## src/rtl/scaler_mode_ctrl_pkg.sv

```systemverilog
// ---------------------------------------------------------------------------
// scaler_mode_ctrl_pkg
// Shared video package: default active-video geometry, the scaler reset
// pulse length, the mode-control FSM state encoding and a saturating
// counter helper shared by the timing measurement path.
// ---------------------------------------------------------------------------
package scaler_mode_ctrl_pkg;

    // Counter width used for all line/pixel measurements.
    localparam int          CNT_W          = 12;
    localparam logic [11:0] CNT_MAX        = 12'd4095;

    // Default expected active video geometry.
    localparam logic [11:0] H_ACT_DEF      = 12'd640;
    localparam logic [11:0] V_ACT_DEF      = 12'd720;

    // Default length of the scaler reset pulse issued on a mode switch.
    localparam int          RST_CYCLES_DEF = 16;

    // Mode-control FSM states.
    typedef enum logic [2:0] {
        IDLE    = 3'd0,
        MEASURE = 3'd1,
        RUN     = 3'd2,
        PEND    = 3'd3,
        FLUSH   = 3'd4
    } state_t;

    // Increment that sticks at the all-ones value instead of wrapping.
    function automatic logic [11:0] sat_inc(input logic [11:0] value);
        logic [11:0] result;
        if (value == CNT_MAX) begin
            result = value;
        end else begin
            result = value + 12'd1;
        end
        return result;
    endfunction

endpackage

```

## src/rtl/scaler_mode_ctrl_timing_meas.sv

```systemverilog
// ---------------------------------------------------------------------------
// video_timing_meas
// Measures active line length and active line count of the incoming video
// and decides whether the timing matches the expected H_ACT x V_ACT frame.
// After LOCK_FRAMES consecutive matching frames timing_lock is raised.
//
// Ports
//   clk         in   pixel clock
//   rst_n       in   async active-low reset
//   clr         in   synchronous clear of all measurement state
//   vs_in       in   vsync, active high
//   de_in       in   data enable
//   vs_rise     out  vsync rising edge strobe (combinational, same cycle)
//   h_act_meas  out  length of the last completed active line
//   v_act_meas  out  active line count of the last completed frame
//   timing_lock out  LOCK_FRAMES consecutive matching frames seen
// ---------------------------------------------------------------------------
module video_timing_meas
    import scaler_mode_ctrl_pkg::*;
#(
    parameter logic [11:0] H_ACT       = H_ACT_DEF,
    parameter logic [11:0] V_ACT       = V_ACT_DEF,
    parameter int          LOCK_FRAMES = 3
) (
    input  logic        clk,
    input  logic        rst_n,
    input  logic        clr,
    input  logic        vs_in,
    input  logic        de_in,
    output logic        vs_rise,
    output logic [11:0] h_act_meas,
    output logic [11:0] v_act_meas,
    output logic        timing_lock
);

    localparam int            LW       = (LOCK_FRAMES < 1) ? 1 : $clog2(LOCK_FRAMES + 1);
    localparam logic [LW-1:0] LOCK_MAX = LW'(LOCK_FRAMES);

    logic          de_d_r;
    logic          vs_d_r;
    logic [11:0]   h_cnt_r;
    logic [11:0]   v_cnt_r;
    logic [11:0]   h_meas_r;
    logic [11:0]   v_meas_r;
    logic          mism_r;
    logic [LW-1:0] lock_cnt_r;
    logic          lock_r;

    logic          de_fall_s;
    logic          vs_rise_s;
    logic          line_bad_s;
    logic [11:0]   v_close_s;
    logic          frame_ok_s;
    logic [LW-1:0] lock_nxt_s;

    // Edge detection, frame-match decision and next lock count.
    always_comb begin
        de_fall_s  = de_d_r & ~de_in;
        vs_rise_s  = vs_in & ~vs_d_r;
        line_bad_s = de_fall_s & (h_cnt_r != H_ACT);
        // A line ending in the vsync cycle still belongs to the closing frame,
        // so it is folded into both the line count and the match decision.
        if (de_fall_s) begin
            v_close_s = sat_inc(v_cnt_r);
        end else begin
            v_close_s = v_cnt_r;
        end
        frame_ok_s = (v_close_s == V_ACT) & ~mism_r & ~line_bad_s;
        if (vs_rise_s) begin
            if (!frame_ok_s) begin
                lock_nxt_s = '0;
            end else if (lock_cnt_r == LOCK_MAX) begin
                lock_nxt_s = lock_cnt_r;
            end else begin
                lock_nxt_s = lock_cnt_r + LW'(1);
            end
        end else begin
            lock_nxt_s = lock_cnt_r;
        end
    end

    // Measurement counters, latched results and lock state.
    always_ff @(posedge clk or negedge rst_n) begin
        if (!rst_n) begin
            de_d_r     <= 1'b0;
            vs_d_r     <= 1'b0;
            h_cnt_r    <= 12'd0;
            v_cnt_r    <= 12'd0;
            h_meas_r   <= 12'd0;
            v_meas_r   <= 12'd0;
            mism_r     <= 1'b0;
            lock_cnt_r <= '0;
            lock_r     <= 1'b0;
        end else if (clr) begin
            de_d_r     <= 1'b0;
            vs_d_r     <= 1'b0;
            h_cnt_r    <= 12'd0;
            v_cnt_r    <= 12'd0;
            h_meas_r   <= 12'd0;
            v_meas_r   <= 12'd0;
            mism_r     <= 1'b0;
            lock_cnt_r <= '0;
            lock_r     <= 1'b0;
        end else begin
            de_d_r <= de_in;
            vs_d_r <= vs_in;
            if (de_in) begin
                h_cnt_r <= sat_inc(h_cnt_r);
            end else begin
                h_cnt_r <= 12'd0;
            end
            if (de_fall_s) begin
                h_meas_r <= h_cnt_r;
            end
            if (vs_rise_s) begin
                v_meas_r <= v_close_s;
                v_cnt_r  <= 12'd0;
                mism_r   <= 1'b0;
            end else begin
                v_cnt_r <= v_close_s;
                if (line_bad_s) begin
                    mism_r <= 1'b1;
                end
            end
            lock_cnt_r <= lock_nxt_s;
            lock_r     <= (lock_nxt_s == LOCK_MAX);
        end
    end

    assign vs_rise     = vs_rise_s;
    assign h_act_meas  = h_meas_r;
    assign v_act_meas  = v_meas_r;
    assign timing_lock = lock_r;

endmodule

```

## src/rtl/scaler_mode_ctrl.sv

```systemverilog
// ---------------------------------------------------------------------------
// scaler_mode_ctrl
// Chooses between bypass and scaled mode for the downstream scaler. Mode
// changes are only applied on a frame boundary (vsync rising edge) and are
// followed by a RST_CYCLES long scaler reset. Loss of input timing forces
// bypass; loss of init_over_tx returns everything to its idle state.
//
// Ports
//   pixclk_in    in   sole clock
//   rst_n        in   async active-low reset
//   init_over_tx in   TX init done, synchronous enable
//   vs_in        in   vsync, active high
//   de_in        in   data enable
//   mode_req     in   asynchronous level, 1 = scaled mode requested
//   mode_active  out  applied mode (scaler_ctrl)
//   scaler_rst_n out  active-low scaler reset
//   timing_lock  out  input timing matches H_ACT x V_ACT
//   mode_busy    out  mode change pending or flushing
//   h_act_meas   out  last measured active line length
//   v_act_meas   out  last measured active line count
// ---------------------------------------------------------------------------
module scaler_mode_ctrl
    import scaler_mode_ctrl_pkg::*;
#(
    parameter logic [11:0] H_ACT       = H_ACT_DEF,
    parameter logic [11:0] V_ACT       = V_ACT_DEF,
    parameter int          LOCK_FRAMES = 3,
    parameter int          RST_CYCLES  = RST_CYCLES_DEF
) (
    input  logic        pixclk_in,
    input  logic        rst_n,
    input  logic        init_over_tx,
    input  logic        vs_in,
    input  logic        de_in,
    input  logic        mode_req,
    output logic        mode_active,
    output logic        scaler_rst_n,
    output logic        timing_lock,
    output logic        mode_busy,
    output logic [11:0] h_act_meas,
    output logic [11:0] v_act_meas
);

    localparam int            FW         = (RST_CYCLES > 1) ? $clog2(RST_CYCLES) : 1;
    localparam logic [FW-1:0] FLUSH_LOAD = FW'(RST_CYCLES - 1);

    logic [1:0]    mode_sync_r;
    logic          mode_req_s;
    state_t        state_r;
    state_t        state_nxt_s;
    logic [FW-1:0] flush_cnt_r;
    logic [FW-1:0] flush_cnt_nxt_s;
    logic          mode_active_r;
    logic          mode_active_nxt_s;
    logic          scaler_rst_n_r;
    logic          scaler_rst_n_nxt_s;
    logic          mode_busy_r;
    logic          mode_busy_nxt_s;
    logic          vs_rise_s;
    logic          timing_lock_s;

    video_timing_meas #(
        .H_ACT       (H_ACT),
        .V_ACT       (V_ACT),
        .LOCK_FRAMES (LOCK_FRAMES)
    ) u_meas (
        .clk         (pixclk_in),
        .rst_n       (rst_n),
        .clr         (~init_over_tx),
        .vs_in       (vs_in),
        .de_in       (de_in),
        .vs_rise     (vs_rise_s),
        .h_act_meas  (h_act_meas),
        .v_act_meas  (v_act_meas),
        .timing_lock (timing_lock_s)
    );

    // Two-flop synchroniser for the asynchronous mode request.
    always_ff @(posedge pixclk_in or negedge rst_n) begin
        if (!rst_n) begin
            mode_sync_r <= 2'b00;
        end else begin
            mode_sync_r <= {mode_sync_r[0], mode_req};
        end
    end

    assign mode_req_s = mode_sync_r[1];

    // Next-state logic and flush counter.
    always_comb begin
        state_nxt_s     = state_r;
        flush_cnt_nxt_s = flush_cnt_r;
        if (!init_over_tx) begin
            state_nxt_s     = IDLE;
            flush_cnt_nxt_s = '0;
        end else begin
            case (state_r)
                IDLE: begin
                    state_nxt_s = MEASURE;
                end
                MEASURE: begin
                    if (timing_lock_s) begin
                        state_nxt_s = RUN;
                    end else begin
                        state_nxt_s = MEASURE;
                    end
                end
                RUN: begin
                    if (!timing_lock_s) begin
                        state_nxt_s = MEASURE;
                    end else if (mode_req_s != mode_active_r) begin
                        state_nxt_s = PEND;
                    end else begin
                        state_nxt_s = RUN;
                    end
                end
                PEND: begin
                    if (!timing_lock_s) begin
                        state_nxt_s = MEASURE;
                    end else if (mode_req_s == mode_active_r) begin
                        state_nxt_s = RUN;
                    end else if (vs_rise_s) begin
                        state_nxt_s     = FLUSH;
                        flush_cnt_nxt_s = FLUSH_LOAD;
                    end else begin
                        state_nxt_s = PEND;
                    end
                end
                FLUSH: begin
                    // The flush always runs to completion; a timing loss seen
                    // meanwhile only redirects the exit to MEASURE.
                    if (flush_cnt_r == '0) begin
                        if (timing_lock_s) begin
                            state_nxt_s = RUN;
                        end else begin
                            state_nxt_s = MEASURE;
                        end
                    end else begin
                        state_nxt_s     = FLUSH;
                        flush_cnt_nxt_s = flush_cnt_r - FW'(1);
                    end
                end
                default: begin
                    state_nxt_s     = IDLE;
                    flush_cnt_nxt_s = '0;
                end
            endcase
        end
    end

    // Output decode from the upcoming state so the registered outputs line up
    // with state_r.
    always_comb begin
        mode_active_nxt_s  = mode_active_r;
        scaler_rst_n_nxt_s = 1'b1;
        mode_busy_nxt_s    = 1'b0;
        if ((state_nxt_s == IDLE) || (state_nxt_s == MEASURE)) begin
            mode_active_nxt_s = 1'b0;
        end else if ((state_r == PEND) && (state_nxt_s == FLUSH)) begin
            mode_active_nxt_s = ~mode_active_r;
        end else begin
            mode_active_nxt_s = mode_active_r;
        end
        if ((state_nxt_s == IDLE) || (state_nxt_s == FLUSH)) begin
            scaler_rst_n_nxt_s = 1'b0;
        end else if ((state_r == RUN) && vs_rise_s) begin
            // One-cycle per-frame restart of the scaler.
            scaler_rst_n_nxt_s = 1'b0;
        end else begin
            scaler_rst_n_nxt_s = 1'b1;
        end
        if ((state_nxt_s == PEND) || (state_nxt_s == FLUSH)) begin
            mode_busy_nxt_s = 1'b1;
        end else begin
            mode_busy_nxt_s = 1'b0;
        end
    end

    // State, flush counter and registered outputs.
    always_ff @(posedge pixclk_in or negedge rst_n) begin
        if (!rst_n) begin
            state_r        <= IDLE;
            flush_cnt_r    <= '0;
            mode_active_r  <= 1'b0;
            scaler_rst_n_r <= 1'b0;
            mode_busy_r    <= 1'b0;
        end else begin
            state_r        <= state_nxt_s;
            flush_cnt_r    <= flush_cnt_nxt_s;
            mode_active_r  <= mode_active_nxt_s;
            scaler_rst_n_r <= scaler_rst_n_nxt_s;
            mode_busy_r    <= mode_busy_nxt_s;
        end
    end

    assign mode_active  = mode_active_r;
    assign scaler_rst_n = scaler_rst_n_r;
    assign mode_busy    = mode_busy_r;
    assign timing_lock  = timing_lock_s;

endmodule

```

## config.mk

```make
export PLATFORM = sky130hd
export DESIGN_NAME = scaler_mode_ctrl
export DESIGN_NICKNAME = d
export VERILOG_FILES = /design/src/rtl/scaler_mode_ctrl_pkg.sv /design/src/rtl/scaler_mode_ctrl_timing_meas.sv /design/src/rtl/scaler_mode_ctrl.sv
export SDC_FILE = /design/constraint.sdc
export NUM_CORES = 1
export LEC_CHECK = 0
export ABC_AREA = 1
export BUFFER_PORTS_ARGS = -buffer_cell sky130_fd_sc_hd__buf_2
export CORE_MARGIN = 2
export CORE_UTILIZATION = 45
export DETAILED_ROUTE_END_ITERATION = 7
export GPL_TIMING_DRIVEN = 0
export MAX_ROUTING_LAYER = met4
export PLACE_DENSITY = 0.71
export RECOVER_POWER = 50
export SYNTH_ARGS = -nofsm -noshare
export SYNTH_HDL_FRONTEND = slang
export SYNTH_SLANG_ARGS = --single-unit
```

## constraint.sdc

```tcl
create_clock -name pixclk_in -period 2.4 [get_ports pixclk_in]
set_clock_uncertainty 0.2 [all_clocks]
set_input_delay 0.48 -clock pixclk_in [delete_from_list [all_inputs] [get_ports pixclk_in]]
set_output_delay 0.48 -clock pixclk_in [all_outputs]
set_load 0.02 [all_outputs]
```

### Word level (Yosys, flattened, before mapping)

Index checks and enable logic that the tools add are counted.

* equal/unequal tests: 24
* multiplexer cells: 41
* bitwise operators: 10
* $add $sub $neg: 4
* reductions and logical operators: 11

Operator list (count)
* $mux W12: 11
* $add A12 B1 Y12 const B: 2
* $eq A12 B12 Y1 const B: 2
* $mux W4: 5
* $mux W3: 5
* $pmux W3 S5: 1
* $eq A12 B10 Y1 const B: 1
* $mux W1: 12
* $mux W2: 6
* $ne A12 B10 Y1 const B: 1
* $ne A3 B3 Y1 const B: 4
* $pmux W4 S3: 1
* $eq A3 B2 Y1 const B: 3
* $eq A3 B1 Y1 const B: 2
* $eq A3 B3 Y1 const B: 2
* $logic_not A3 Y1: 2
* $and A1 B1 Y1: 5
* $not A1 Y1: 5
* $reduce_and A5 Y1: 1
* $eq A2 B2 Y1 const B: 2
* $logic_not A4 Y1: 1
* $ne A2 B1 Y1 const B: 2
* $sub A4 B1 Y4 const B: 1
* $logic_or A1 B1 Y1: 3
* 9 further kinds: 10

* output and inout bits: 28
* bits in registers: 66
* logic and storage cells: 105
* input port bits: 6

### Longest topological paths before layout

Gate-level depths: netlist of the first run.

* depth in word-level cells: 11
* depth in mapped cells: 14
* gate-level depth less buffers: 14

### Modules after synthesis

From an unflattened synthesis of the first run, not the netlist that was laid out.

* cells, all modules: 434
* area, all modules: 3387.0 um2

By module, submodules not included
* video_timing_meas: sequential area each 1351.3 um2, times used 1, cells an instance 344, area each 2663.8 um2
* scaler_mode_ctrl: sequential area each 300.3 um2, times used 1, cells an instance 90, area each 723.2 um2

### Least setup slack after synthesis of the first run

OpenSTA, ideal clock, no wires.

* path kind: input to register
* start point: input port de_in
* end point: register u_meas.lock_r (netlist: u_meas.timing_lock)
* data arrival time: 1.458 ns
* setup slack: 0.616 ns
* required time: 2.074 ns
* setup time: 0.126 ns
* cell stages on the path: 11
* buffers on the path: 1
* cell sequence: nor2_4 buf_2 nand4_1 a21oi_1 nor2_1 nand2_1 nor2_1 nand3_1 nand2_1 nand2_1 nor2_1

* word-level cells in the longest chain between the ends: 10
* elaborated cells on any way between the ends: 12
* those cells by class: eq/ne (2); mux (4); bitwise (6)

RTL lines
* start: declaration: line scaler_mode_ctrl.sv:34 `input logic de_in,`
* $not A1 Y1 *: line scaler_mode_ctrl_timing_meas.sv:58 `de_fall_s = de_d_r & ~de_in;`
* $and A1 B1 Y1 *: line scaler_mode_ctrl_timing_meas.sv:58
* $mux W12: line scaler_mode_ctrl_timing_meas.sv:63 `if (de_fall_s) begin`
* $eq A12 B10 Y1: line scaler_mode_ctrl_timing_meas.sv:68 `frame_ok_s = (v_close_s == V_ACT) & ~mism_r & ~line_bad_s;`
* $and A1 B1 Y1: line scaler_mode_ctrl_timing_meas.sv:68
* $and A1 B1 Y1 *: line scaler_mode_ctrl_timing_meas.sv:68
* $mux W2 *: line scaler_mode_ctrl_timing_meas.sv:70 `if (!frame_ok_s) begin`
* $mux W2 *: line scaler_mode_ctrl_timing_meas.sv:69 `if (vs_rise_s) begin`
* $eq A2 B2 Y1 *: line scaler_mode_ctrl_timing_meas.sv:126 `lock_r <= (lock_nxt_s == LOCK_MAX);`
* $mux W1 *: line scaler_mode_ctrl_timing_meas.sv:94 `end else if (clr) begin`
* end signal: assignment: line scaler_mode_ctrl_timing_meas.sv:126
* end: declaration: line scaler_mode_ctrl_timing_meas.sv:47 `logic lock_r;`

Every way passes the cells marked *; elsewhere a longest branch is shown, timed or not.
A chain may end at the register's enable or synchronous reset.

### Worst setup path in the final report of the first run

* start point: register u_meas.v_cnt_r[1]
* end point: register u_meas.lock_cnt_r[0]

* word-level cells in the longest chain between the ends: 9
* elaborated cells on any way between the ends: 10
* those cells by class: add/sub (1); eq/ne (2); mux (5); bitwise (2)

RTL lines
* start: declaration: line scaler_mode_ctrl_timing_meas.sv:42 `logic [11:0] v_cnt_r;`
* start signal: assignment: line scaler_mode_ctrl_timing_meas.sv:120 `v_cnt_r <= v_close_s;`
* $add A12 B1 Y12 / $eq A12 B12 Y1 (equally long branches): line scaler_mode_ctrl_pkg.sv:35, scaler_mode_ctrl_pkg.sv:32
* $mux W12: line scaler_mode_ctrl_pkg.sv:32 `if (value == CNT_MAX) begin`
* $mux W12 *: line scaler_mode_ctrl_timing_meas.sv:63
* $eq A12 B10 Y1 *: line scaler_mode_ctrl_timing_meas.sv:68
* $and A1 B1 Y1 * (2 in a row): line scaler_mode_ctrl_timing_meas.sv:68
* $mux W2 *: line scaler_mode_ctrl_timing_meas.sv:70
* $mux W2 *: line scaler_mode_ctrl_timing_meas.sv:69
* $mux W2 *: line scaler_mode_ctrl_timing_meas.sv:94
* end signal: assignment: line scaler_mode_ctrl_timing_meas.sv:125 `lock_cnt_r <= lock_nxt_s;`
* end: declaration: line scaler_mode_ctrl_timing_meas.sv:46 `logic [LW-1:0] lock_cnt_r;`

Marked as above.

==> results of run 1 <==
## cells in the final DEF (no fill, tap or decap), drive strengths merged, types with 6 or more instances in the layout
cell     n
nor2    46
nand2   78
dfrtp   66
clkbuf  29
buf     24
a21oi   15
nor3     8
nand4    6
nand3   45
inv     56
o21ai   39
## layout make-up
cell class | instances | share of cell area
buffer | 8 | 0.008492
clock buffer | 12 | 0.04212
clock inverter | 4 | 0.01359
inverter | 57 | 0.05808
multi-input combinational | 262 | 0.3550
sequential | 66 | 0.4484
tap | 96 | 0.03261
timing repair buffer | 33 | 0.04178
## how the worst max path moves through the flow
stage	endpoint	slack (ns)	cells after the start
global placement	u_meas.timing_lock	0.21	12
floorplan	u_meas.timing_lock	0.62	11
detailed placement	u_meas.timing_lock	0.17	12
finish	u_meas.lock_cnt_r[0]	0.27	13
global route	u_meas.lock_cnt_r[0]	0.05	13
CTS	u_meas.lock_cnt_r[0]	0.28	13
## flip-flops by register name, indices dropped and copies added (netlist names)
signal,cells
u_meas.h_act_meas,12
u_meas.h_cnt_r,12
u_meas.v_act_meas,12
u_meas.v_cnt_r,12
flush_cnt_r,4
state_r,3
mode_sync_r,2
u_meas.lock_cnt_r,2
mode_active,1
mode_busy,1
scaler_rst_n,1
u_meas.de_d_r,1
u_meas.mism_r,1
u_meas.timing_lock,1
u_meas.vs_d_r,1
## stage by stage
| step | hold slack, ns | utilization | cell area [µm²] | instances | power (W) |
|---|---|---|---|---|---|
| final | 0.04204 | 0.5392 | 3684 | 538 | 0.002188 |
| after CTS | 0.03133 | 0.5412 | 3697 | 538 | 0.002208 |
| after detailed placement | 0.1561 | 0.5112 | 3492 | 522 | 0.001251 |
| after global routing | 0.03014 | 0.5392 | 3684 | 538 | 0.002278 |
| after global placement | 0.1321 | 0.5108 | 3490 | 522 | 0.001248 |
| after floorplan | -0.01559 | - | 3204 | 393 | 0.001202 |
## cells by family (layout without fill, tap and decap cells)
kind of cell,after synthesis,count (layout)
simple gates,185,185
compound gates,68,68
flops,66,66
buf+inv,65,114
xor+xnor,5,5
fa+ha+maj,4,4
## report_power, final
group	switching, W	internal [W]
Sequential	0.00000526	0.00112
Combinational	0.0000790	0.0000202
Clock	0.000426	0.000535
Total	0.000510	0.00168
## metal layers
layer | global-route usage | vias to the layer above | part of all wire
li1 | - | 1373 | -
met1 | 0.2855 | 1281 | 0.49
met2 | 0.3124 | 46 | 0.47
met3 | 0.03172 | 8 | 0.026
met4 | 0.08264 | 0 | 0.014
met5 | - | - | 0
## worst reg2reg max path, stage by stage (launching register included)
cell and delay, ns:
dfrtp_1 0.39, ha_1 0.22, nand3_1 0.13, nor2_4 0.15
nand2_4 0.10, nand3_1 0.08, nand2_1 0.05, nand2_1 0.11
nand2_1 0.08, nor2_1 0.18, nand3_1 0.13, nand2_1 0.08
nand2_1 0.06, nor2_1 0.10
==> impl_metrics.yaml, run 1 <==
power_and_ir_drop:
  vdd_drop_max_mv: 0.3460
  p_per_area_mw_per_mm2: 594.0
  p_leak_nw: 1.764
routing:
  via_count: 2708
  drc: 0
  wl_mm: 6.935
  drtIter0Drc: 171
  antenna_left: 0
  wl_per_cell_um: 12.89
  dr.pass1.iters: 5
  via_per_inst: 5.033
synth:
  avgSynthCellArea_um2: 8.153
  synthMuxAreaShare: 0
  synthDominantCellAreaShare: 0.5154
  yosysTopAreaCell: "dfrtp_1"
  yosysSeqAreaShare: 0.5154
  ys_async_sr_fraction: 1.000
  postSynthCellCount: 393
  synth_area_leaders: "dfrtp_1 52%, nand2_1 8.8%, nand3_1 6.7%"
  synth_edf_count: 0
  yosys_register_bits: 66
  syn_nets: 403
  yosysWarnings: 0
  synth_compound_area_frac: 0.1183
  synth_commonest_cells: "75 x nand2_1, 66 x dfrtp_1, 55 x inv_1"
  synth_top_family_by_area: "simple AND/OR/NAND/NOR gates"
  yosys_most_used_dff: "dfrtp_1"
  synthAdderAreaFrac: 0.01562
  syn_area_mm2: 0.003204
  yosysMostFrequentCell: "nand2_1"
  ys_types: 35
  synth-xor-area-share: 0.01367
  yosys.area_share.simple: 0.2604
critical_path:
  start_kind: "flip-flop"
  rrSetupSlack_ns: 0.27
  r2r-start: "u_meas.v_cnt_r[1]"
  path_class: "reg -> reg"
  crit_path_start: "u_meas.v_cnt_r[1]"
  crit_arrival_ns: 2.21
  path_buf_inv: 0
  cp_top_family: "simple AND/OR/NAND/NOR gates"
  cp_max_fo: 9
  r2r-end: "u_meas.lock_cnt_r[0]"
  critPathMaxStageDelay_ns: 0.39
  crit_slowest_cell: "dfrtp_1"
  endpoint_kind: "flip-flop"
  ff2ff_path_depth: 13
  crit_top_cell: "nand2_1"
  cp.required_ns: 2.47
  path_cells: "ha_1, nand3_1, nor2_4, nand2_4, nand3_1, nand2_1, nand2_1, nand2_1, nor2_1, nand3_1, nand2_1, nand2_1, nor2_1"
timing:
  finalSetupTns_ns: 0
  fin_ws_ns: 0.2653
  finalHoldViolations: 0
  fin_crit_ns: 2.135
  fin_crit_sh: 0.8895
  rsz0062_at_grt: "false"
  finalSetupViolations: 0
  max_freq_ghz: 0.4684
  worst_pin_slew_ns: 1.587
  finalMaxSlewViolations: 67
  max-slew-margin-rel: -0.05808
global_route:
  grt_pass1_vias: 2669
  grt_overflow: 0
  track_usage: 0.2083
  grt_first_pass_wirelength_mm: 12.21
  grt_max_degree: 67
  antenna_found_initial: 0
die:
  die_area_mm2: 0.007812
  core-area_mm2: 0.006832
  start_util: 0.4690
  io_pins: 34
  rows: 30
  fp.dieW_um: 88.39
  die_y_um: 88.39
clocking:
  cts_tree: "yes"
  ctsHtreeMaxLevel: 3
  cts_setup_buffers: 0
  cts.repair.resized: 0
  cts.sinks: 66
  numCtsBuffers: 9
  cts_hold_buf: 0
  clock-root-buffer: "clkbuf_8"
  path_clk_slew_ns: 0.07
  insertion_delay_ns: 0.34
  clockBufferDepth: 2
finish:
  fillers: 667
  n_antenna_cell: 0
  seq_area_mm2: 0.001652
  nNetsFinal: 447
  area_delta_synth_final_pct: 14.96
  multiInputGateArea_mm2: 0.001308
  drive_above_1_share: 0.1176
place:
  portBuffers: 33
  post-place-ws_ns: 0.1670
  place_congestion: 0.8756
  dpl.hpwl_mm: 5.113
run_status:
  failed_checks: "max-capacitance violations, max-slew violations"
  status: "finished with violations"
worst_hold_path:
  whs_path_depth: 1
  hp-start: "mode_req"
  min_to: "mode_sync_r[0]"
  hold_path_class: "in -> reg"
run:
  cap_violations: 1
No activity file was read; power rests on OpenSTA's default activity.
==> inputs of run 2 (changes only) <==
- ABC_AREA: 1 -> 0
==> run 2 against run 1 <==
  * The flow still finishes with violations (max-capacitance violations, max-slew violations)
  * Critical path depth shrank 5
  * Die area grew 2.4%
  * Wire length grew 11%
  * Cell count shrank 6.9%
  * Synthesized cell count shrank 12%
  * Non-clock buffer count grew 15
  * Global-route usage grew 0.70 points
  * Core utilization grew 1.2 points
  * Count of clock-buffer cells in the layout shrank 2
  * Flip-flop and latch count is the same
  * Sequential power is essentially flat
==> impl_metrics.yaml, run 2 <==
run_status:
  status: "finished with violations"
  failed_checks: "max-capacitance violations, max-slew violations"
timing:
  fin_crit_ns: 2.376
  finalSetupTns_ns: 0
  finalMaxSlewViolations: 67
  finalSetupViolations: 0
  finalHoldViolations: 0
  worst_pin_slew_ns: 1.614
  fin_ws_ns: 0.02432
  fin_crit_sh: 0.9899
  max_freq_ghz: 0.4209
  rsz0062_at_grt: "true"
  max-slew-margin-rel: -0.07617
finish:
  finalNonFillerCells: 501
  mostFrequentLayoutCells: "64 x dfrtp_1, 53 x nand2_1, 38 x nor2_1"
  final_cell_area_mm2: 0.003958
  n_antenna_cell: 0
  area_delta_synth_final_pct: 20.50
  layout_commonest_cell: "dfrtp_1"
  drive_above_1_share: 0.1990
  nNetsFinal: 407
die:
  fp.dieW_um: 89.43
  start_util: 0.4577
  die_y_um: 89.43
  core-area_mm2: 0.007176
  rows: 31
  die_area_mm2: 0.007998
  io_pins: 34
clocking:
  cts_tree: "yes"
  ctsHtreeMaxLevel: 3
  path_clk_slew_ns: 0.07
  numCtsBuffers: 9
  clockBufferDepth: 2
  cts.sinks: 66
  clock-root-buffer: "clkbuf_8"
  insertion_delay_ns: 0.35
critical_path:
  cp.required_ns: 2.48
  rrSetupSlack_ns: 0.02
  crit_arrival_ns: 2.45
  path_class: "reg -> reg"
  ff2ff_path_depth: 8
  cp_max_fo: 4
  r2r-start: "u_meas.v_cnt_r[1]"
  start_kind: "flip-flop"
  r2r-end: "u_meas.timing_lock"
  crit_path_start: "u_meas.v_cnt_r[1]"
  endpoint_kind: "flip-flop"
synth:
  yosysMostFrequentCell: "dfrtp_1"
  yosys_register_bits: 66
  synth_commonest_cells: "66 x dfrtp_1, 53 x nand2_1, 38 x nor2_1"
  synth_edf_count: 0
  synth_area_leaders: "dfrtp_1 50%, nand2_1 6.1%, nor2_1 4.3%"
  synthDominantCellAreaShare: 0.5029
  syn_nets: 354
  syn_area_mm2: 0.003284
  yosysTopAreaCell: "dfrtp_1"
  yosys_most_used_dff: "dfrtp_1"
  ys_types: 58
  yosysSeqAreaShare: 0.5029
  ys_async_sr_fraction: 1.000
  postSynthCellCount: 344
  avgSynthCellArea_um2: 9.548
  yosysWarnings: 0
worst_hold_path:
  min_to: "mode_sync_r[0]"
  hp-start: "mode_req"
  whs_path_depth: 1
  hold_path_class: "in -> reg"
routing:
  antenna_left: 0
  via_per_inst: 5.469
  drtIter0Drc: 163
  wl_per_cell_um: 15.32
  drc: 0
  wl_mm: 7.676
  dr.pass1.iters: 4
  via_count: 2740
global_route:
  grt_overflow: 0
  antenna_found_initial: 0
  grt_first_pass_wirelength_mm: 12.56
  track_usage: 0.2153
  grt_pass1_vias: 2670
  grt_max_degree: 67
power_and_ir_drop:
  p_leak_nw: 1.809
  p_per_area_mw_per_mm2: 589.2
  vdd_drop_max_mv: 0.3115
  report.power.total_w: 0.002332
place:
  place_congestion: 0.8646
  dpl.hpwl_mm: 4.991
  post_dp_cell_area_mm2: 0.003576
  portBuffers: 33
  dp.cells: 476
  post-place-ws_ns: -0.3197
run:
  cap_violations: 1
-- run 2: where the power goes --
part	internal (W)	switching, W
Combinational	0.0000357	0.0000915
Clock	0.000615	0.000456
Sequential	0.00112	0.00000969
Total	0.00177	0.000557
-- run 2: critical path, stage by stage (launching register included) --
cell and delay (ns):
dfrtp_1 0.43, ha_4 0.17, nand4b_1 0.21, buf_4 0.23
nor3_4 0.27, o41ai_4 0.15, nor4_4 0.32, a41oi_4 0.16
nor3b_2 0.17
-- run 2: cell type report --
class	instances	area, µm²
inverter	12	45.04
buffer	14	57.56
timing repair buffer	42	224.0
multi-input combinational	252	1627
clock inverter	6	88.84
tap	99	123.9
clock buffer	10	137.6
sequential	66	1654
fill	641	3218
-- run 2: what timing repair did --
item                                    in CTS  in global routing
setup buffers                                6                  3
hold buffers                                 0                  0
endpoints found under the setup margin       9                  8
pin swaps                                    4                  3
gates resized for setup                      9                 10
-- run 2: logic make-up after synthesis --
family | after synthesis | share of synthesized area
adder cells (fa/ha/maj) | 4 | 0.01524
multiplexers | 5 | 0.01600
XOR/XNOR | 11 | 0.02934
AO/OA/AOI/OAI | 72 | 0.1539
flip-flops | 66 | 0.5029
buffers and inverters | 26 | 0.03047
AND/OR/NAND/NOR | 160 | 0.2522
-- run 2: per-stage QoR --
stage / hold slack [ns] / utilization
after floorplan: -0.01559 / -
after detailed placement: 0.1410 / 0.4983
after CTS: 0.02426 / 0.5412
after global placement: 0.1324 / 0.4980
final: 0.02751 / 0.5515
after global routing: 0.02348 / 0.5515
-- run 2: worst max path at each step --
| stage | end | slack (ns) | cells past startpoint |
|---|---|---|---|
| floorplan | u_meas.timing_lock | 0.03 | 7 |
| global placement | u_meas.lock_cnt_r[1] | -0.33 | 7 |
| detailed placement | u_meas.lock_cnt_r[1] | -0.32 | 7 |
| CTS | u_meas.timing_lock | -0.02 | 8 |
| global route | u_meas.timing_lock | -0.11 | 8 |
| finish | u_meas.timing_lock | 0.02 | 8 |
-- run 2: metal layers --
layer	track usage	routed length, µm	vias up
met4	0.1058	189	0
met3	0.03232	280	17
met2	0.3434	3870	63
met1	0.2676	3336	1331
li1	-	-	1329
met5	-	0	-
